### config.mk
export PLATFORM = sky130hd
export DESIGN_NAME = stopwatch_core
export DESIGN_NICKNAME = d
export VERILOG_FILES = /design/src/rtl/stopwatch_core.sv
export SDC_FILE = /design/constraint.sdc
export NUM_CORES = 1
export LEC_CHECK = 0
export BUFFER_PORTS_ARGS = -buffer_cell sky130_fd_sc_hd__clkbuf_2
export CORE_MARGIN = 1.5
export CORE_UTILIZATION = 44
export DETAILED_ROUTE_END_ITERATION = 8
export MAX_ROUTING_LAYER = met4
export PLACE_DENSITY = 0.65
export SLEW_MARGIN = 20
export SYNTH_ARGS = -nofsm -noshare
export SYNTH_HDL_FRONTEND = slang
export SYNTH_SLANG_ARGS = --single-unit
export TNS_END_PERCENT = 50
### constraint.sdc
create_clock -name clk -period 6.2 [get_ports clk]
set_input_delay 0.31 -clock clk [delete_from_list [all_inputs] [get_ports clk]]
set_output_delay 0.31 -clock clk [all_outputs]
set_load 0.02 [all_outputs]
### src/rtl/stopwatch_core.sv
// stopwatch_core: four-digit BCD stopwatch (SS.hh) with start/stop and
// lap/reset buttons.
//
// Ports:
//   clk     - sole clock, rising edge
//   rst_n   - asynchronous active-low reset
//   btn_ss  - raw start/stop button, active high, asynchronous
//   btn_lr  - raw lap/reset button, active high, asynchronous
//   digit1  - BCD tens of seconds (registered)
//   digit2  - BCD units of seconds (registered)
//   digit3  - BCD tenths (registered)
//   digit4  - BCD hundredths (registered)
//   ptflag  - decimal-point enable, high while RUN or LAP
//   ovf     - one-cycle pulse when the live count wraps 99.99 -> 00.00
//
// Button events (ss_ev, lr_ev) are single-cycle strobes. A strobe is valid
// for exactly the one cycle it is high and is consumed by the FSM on that
// same cycle; there is no ready/back-pressure path.
//
// Assumes TICK_DIV >= 2 and DEBOUNCE >= 1.
module stopwatch_core #(
  parameter int TICK_DIV = 500000,
  parameter int DEBOUNCE = 500000
) (
  input  logic       clk,
  input  logic       rst_n,
  input  logic       btn_ss,
  input  logic       btn_lr,
  output logic [3:0] digit1,
  output logic [3:0] digit2,
  output logic [3:0] digit3,
  output logic [3:0] digit4,
  output logic       ptflag,
  output logic       ovf
);

  localparam int PW = $clog2(TICK_DIV);
  localparam int DW = $clog2(DEBOUNCE + 1);
  localparam logic [PW-1:0] PRE_LAST = PW'(TICK_DIV - 1);
  localparam logic [PW-1:0] PRE_ONE  = PW'(1);
  localparam logic [DW-1:0] DB_LAST  = DW'(DEBOUNCE - 1);
  localparam logic [DW-1:0] DB_ONE   = DW'(1);

  typedef enum logic [1:0] {IDLE, RUN, LAP, STOP} state_t;

  state_t state, next_state;

  // Button path; index 0 = start/stop, index 1 = lap/reset.
  logic [1:0]         raw;
  logic [1:0]         sync1, sync2;
  logic [1:0]         acc, acc_d;
  logic [1:0][DW-1:0] db_cnt;
  logic [1:0]         ev;
  logic               ss_ev, lr_ev;

  logic [PW-1:0]      pre;
  logic               counting, tick, hold_load, clear_cnt;

  // Digit 0 is hundredths, digit 3 is tens of seconds.
  logic [3:0][3:0]    live, live_inc, hold, disp;
  logic               wrap;

  assign raw = {btn_lr, btn_ss};

  // Synchronizers and debouncers. A debounce counter only runs while the
  // synchronized level disagrees with the accepted level, so any agreeing
  // cycle restarts the qualification window.
  always_ff @(posedge clk or negedge rst_n) begin
    if (!rst_n) begin
      sync1  <= '0;
      sync2  <= '0;
      acc    <= '0;
      acc_d  <= '0;
      db_cnt <= '0;
    end else begin
      sync1 <= raw;
      sync2 <= sync1;
      acc_d <= acc;
      for (int i = 0; i < 2; i++) begin
        if (sync2[i] == acc[i]) begin
          db_cnt[i] <= '0;
        end else if (db_cnt[i] == DB_LAST) begin
          acc[i]    <= sync2[i];
          db_cnt[i] <= '0;
        end else begin
          db_cnt[i] <= db_cnt[i] + DB_ONE;
        end
      end
    end
  end

  // Only press (0->1) edges of the accepted level produce events.
  assign ev    = acc & ~acc_d;
  assign ss_ev = ev[0];
  assign lr_ev = ev[1];

  // FSM state register.
  always_ff @(posedge clk or negedge rst_n) begin
    if (!rst_n) state <= IDLE;
    else        state <= next_state;
  end

  // FSM next state; start/stop always wins over a simultaneous lap/reset.
  always_comb begin
    next_state = state;
    case (state)
      IDLE: if (ss_ev) next_state = RUN;
      RUN: begin
        if (ss_ev)      next_state = STOP;
        else if (lr_ev) next_state = LAP;
      end
      LAP: begin
        if (ss_ev)      next_state = STOP;
        else if (lr_ev) next_state = RUN;
      end
      STOP: begin
        if (ss_ev)      next_state = RUN;
        else if (lr_ev) next_state = IDLE;
      end
      default: next_state = IDLE;
    endcase
  end

  // FSM outputs.
  always_comb begin
    counting  = (state == RUN) || (state == LAP);
    ptflag    = counting;
    hold_load = (state == RUN)  && lr_ev && !ss_ev;
    clear_cnt = (state == STOP) && lr_ev && !ss_ev;
  end

  assign tick = counting && (pre == PRE_LAST);

  // Prescaler: counts in RUN/LAP, holds in STOP, zero in IDLE.
  always_ff @(posedge clk or negedge rst_n) begin
    if (!rst_n) begin
      pre <= '0;
    end else if (clear_cnt || (state == IDLE)) begin
      pre <= '0;
    end else if (counting) begin
      pre <= tick ? '0 : pre + PRE_ONE;
    end
  end

  // BCD ripple increment; wrap is set when every digit was 9.
  always_comb begin
    live_inc = live;
    wrap     = 1'b1;
    for (int i = 0; i < 4; i++) begin
      if (wrap) begin
        if (live[i] >= 4'd9) begin
          live_inc[i] = 4'd0;
        end else begin
          live_inc[i] = live[i] + 4'd1;
          wrap        = 1'b0;
        end
      end
    end
  end

  // Live count, lap hold register, overflow pulse and display register.
  always_ff @(posedge clk or negedge rst_n) begin
    if (!rst_n) begin
      live <= '0;
      hold <= '0;
      disp <= '0;
      ovf  <= 1'b0;
    end else begin
      ovf <= tick && wrap;
      if (clear_cnt) live <= '0;
      else if (tick) live <= live_inc;
      if (hold_load) hold <= live;
      disp <= (state == LAP) ? hold : live;
    end
  end

  assign digit1 = disp[3];
  assign digit2 = disp[2];
  assign digit3 = disp[1];
  assign digit4 = disp[0];

endmodule

==> qor.yml <==
run_status: "finished clean"
yosys-top-cells-area: "dfrtp_1, nor2_1, ha_1, xor2_1, nand2_1"
critPathKind: "reg -> reg"
first_iter_violations: 265
synth_cell_types: 49
timing.rr.end: "live[12]"
clock-sinks: 116
fin_skew_ns: 0.006928
grt_usage_pct: 18.37
pwr-share-seq_pct: 43.2
cpPeakStageDelay_ns: 0.74
drv_slew: 0
cts_buffers: 17
drt-pass1-iter-count: 4
vias_per_cell: 5.231
crit_fanout: 18
leakagePower_nw: 2.906
cts-root-buf: "clkbuf_16"
power_density_nw_per_um2: 277.1
io_pins: 22
crit_chain: "inv_1 -> ha_1 -> nand3_4 -> nor4_2 -> nand3_1 -> mux2i_1"
synth_edf_count: 0
start_util_pct: 45.51
worst-path-stages: 6
timing.rr.start: "state[1]"
layout_worst_path_cycle_share_pct: 45.23
drc: 0
grt_pass1_wl_um: 18380
antenna_found_initial: 0
syn_inst: 540
yosys_warnings: 0
hp-start: "sync1[0]"
hp-class: "reg -> reg"
design_area_um2: 6410
die_w_um: 114.9
setup_viol: 0
p_switching_w: 0.0003546
cts_setup_buffers: 0
final_nets: 591
grt_pass1_vias: 3932
antenna_cells: 0
placed_cell_area_um2: 5772
path_delay_family: "simple AND/OR/NAND/NOR gates"
cts_tree: "done"
synth_area_leader_cell: "dfrtp_1"
routed_wl_um: 10400
htreeDepth: 4
fin_crit_ns: 2.804
end_kind: "flip-flop"
ys.flop_type: "dfrtp_1"
hold_violations: 0
vias: 3913
maxSlewHeadroom_pct: 37.35
insertion_delay_ns: 0.41
grt_max_degree: 61
fp.dieH_um: 114.9
max_freq_mhz: 356.6
holdPathEnd: "sync2[0]"
crit_path_start: "state[1]"
io_buffers: 21
synth.net_count: 564
clkPwrFrac_pct: 55.3
gp_congestion: 0.7848
clk_path_buf_depth: 2
async_flop_share_pct: 100.0
worst_slew_pin_slew_ns: 0.9398
dieArea_um2: 13210
hold_depth: 0
drive_gt1_share_pct: 13.97
syn_area_um2: 5512
yosysTopAreaCellShare_pct: 52.67
rsz0062_at_grt: "no"
comb_power_share_pct: 1.5
critical_path_buf_inv_count: 1
area_growth_pct: 16.30
ir_worst_vdd_mv: 0.1729
reg2reg_slack_ns: 3.40
ant_nets: 0
wire_per_inst_um: 13.90
dpl.hpwl_um: 6691
grt_overflow: 0
crit_required_ns: 6.53
r2r_cells: 6
internal_power_w: 0.001421
cp.arrival_ns: 3.13
switching_share_pct: 19.97
rows: 40
core_area_um2: 12110
ys_seq_elements: 116
cp-start-kind: "flip-flop"
maxCapViolCount: 0
cts_resized: 0
ys_seq_area_share_pct: 52.67
path_clk_slew_ns: 0.05
setup-tns-final_ns: 0
syn_avg_cell_area_um2: 10.21
crit_slowest_cell: "nor4_2"
==> layer usage <==
metal	wire [um]	global-route usage (%)
met1	4835	21.92
met2	5026	28.69
met3	367	5.957
met4	168	7.737
met5	0	-
==> state kept, by name, indices dropped and copies added (netlist names) <==
signal,flops
pre,19
db_cnt,38
sync2,2
acc_d,2
sync1,2
acc,2
state,2
digit1,4
digit3,4
digit4,4
hold,16
ovf,1
digit2,4
live,16
==> placed cells by master (no fill, tap or decap), drive strengths merged, types with 4 or more instances in the layout <==
master	instances
clkinv	5
nand3	33
and3	11
and4	4
mux2i	5
xor2	28
nand4	13
nor2	70
o21ai	20
clkbuf	44
dfrtp	116
nor4	9
mux2	18
nor3	16
ha	20
nand2	57
nand2b	5
a21oi	11
inv	20
xnor2	22
==> how the worst max path moves through the flow <==
stage	end	slack, ns
6_report	live[12]	3.40
4_1_cts	live[12]	3.44
2_1_floorplan	live[15]	3.77
5_1_grt	live[12]	3.11
3_5_place_dp	live[13]	3.44
3_3_place_gp	live[15]	3.61
==> final cells by class <==
| type | count | area (um^2) |
|---|---|---|
| tap | 168 | 210.2 |
| fill | 1085 | 5702 |
| multi-input combinational | 386 | 2461 |
| inverter | 20 | 75.07 |
| clock buffer | 24 | 511.7 |
| sequential | 116 | 2903 |
| timing repair buffer | 26 | 152.6 |
| clock inverter | 8 | 96.34 |
==> Yosys cell counts (15+ instances only) <==
| cell | number |
|---|---|
| clkbuf_1 | 15 |
| dfrtp_1 | 116 |
| ha_1 | 20 |
| inv_1 | 20 |
| mux2_2 | 18 |
| nand2_1 | 57 |
| nand3_1 | 32 |
| nor2_1 | 70 |
| nor3_1 | 16 |
| o21ai_0 | 19 |
| xnor2_1 | 22 |
| xor2_1 | 28 |
==> power by group through the flow <==
stage                     registers (W)  clock network (W)   logic (W)
after floorplan                0.000779                  0  0.00000935
after global placement         0.000779                  0   0.0000269
after detailed placement       0.000779                  0   0.0000276
after CTS                      0.000766            0.00100   0.0000292
after global routing           0.000767            0.00105   0.0000328
final                          0.000767           0.000982   0.0000273
==> timing repair <==
| item | 4_1_cts | 5_1_grt |
|---|---|---|
| setup endpoints to repair | 0 | 0 |
| hold buffers | 3 | 0 |
| endpoints found under the hold margin | 52 | 0 |
==> per-stage QoR <==
step | setup slack [ns] | utilization, % | cells | total power [W] | hold WS, ns
global placement | 3.608 | 47.65 | 713 | 0.0008060 | 0.3362
CTS | 3.435 | 52.92 | 748 | 0.001799 | 0.3474
floorplan | 3.774 | - | 540 | 0.0007880 | 0.01441
finish | 3.396 | 52.92 | 748 | 0.001776 | 0.3431
global route | 3.107 | 52.92 | 748 | 0.001845 | 0.3525
detailed placement | 3.443 | 47.65 | 713 | 0.0008070 | 0.3355
==> logic make-up (layout without fill, tap and decap cells) <==
| group | Yosys count | after routing | share of synthesized area, % |
|---|---|---|---|
| mux | 23 | 23 | 4.586 |
| fa+ha+maj | 20 | 20 | 4.540 |
| flops | 116 | 116 | 52.67 |
| compound gates | 52 | 52 | 5.971 |
| simple gates | 241 | 241 | 21.61 |
| buf+inv | 38 | 78 | 2.679 |
| xor+xnor | 50 | 50 | 7.946 |
Power figures use the tool's default switching activity.
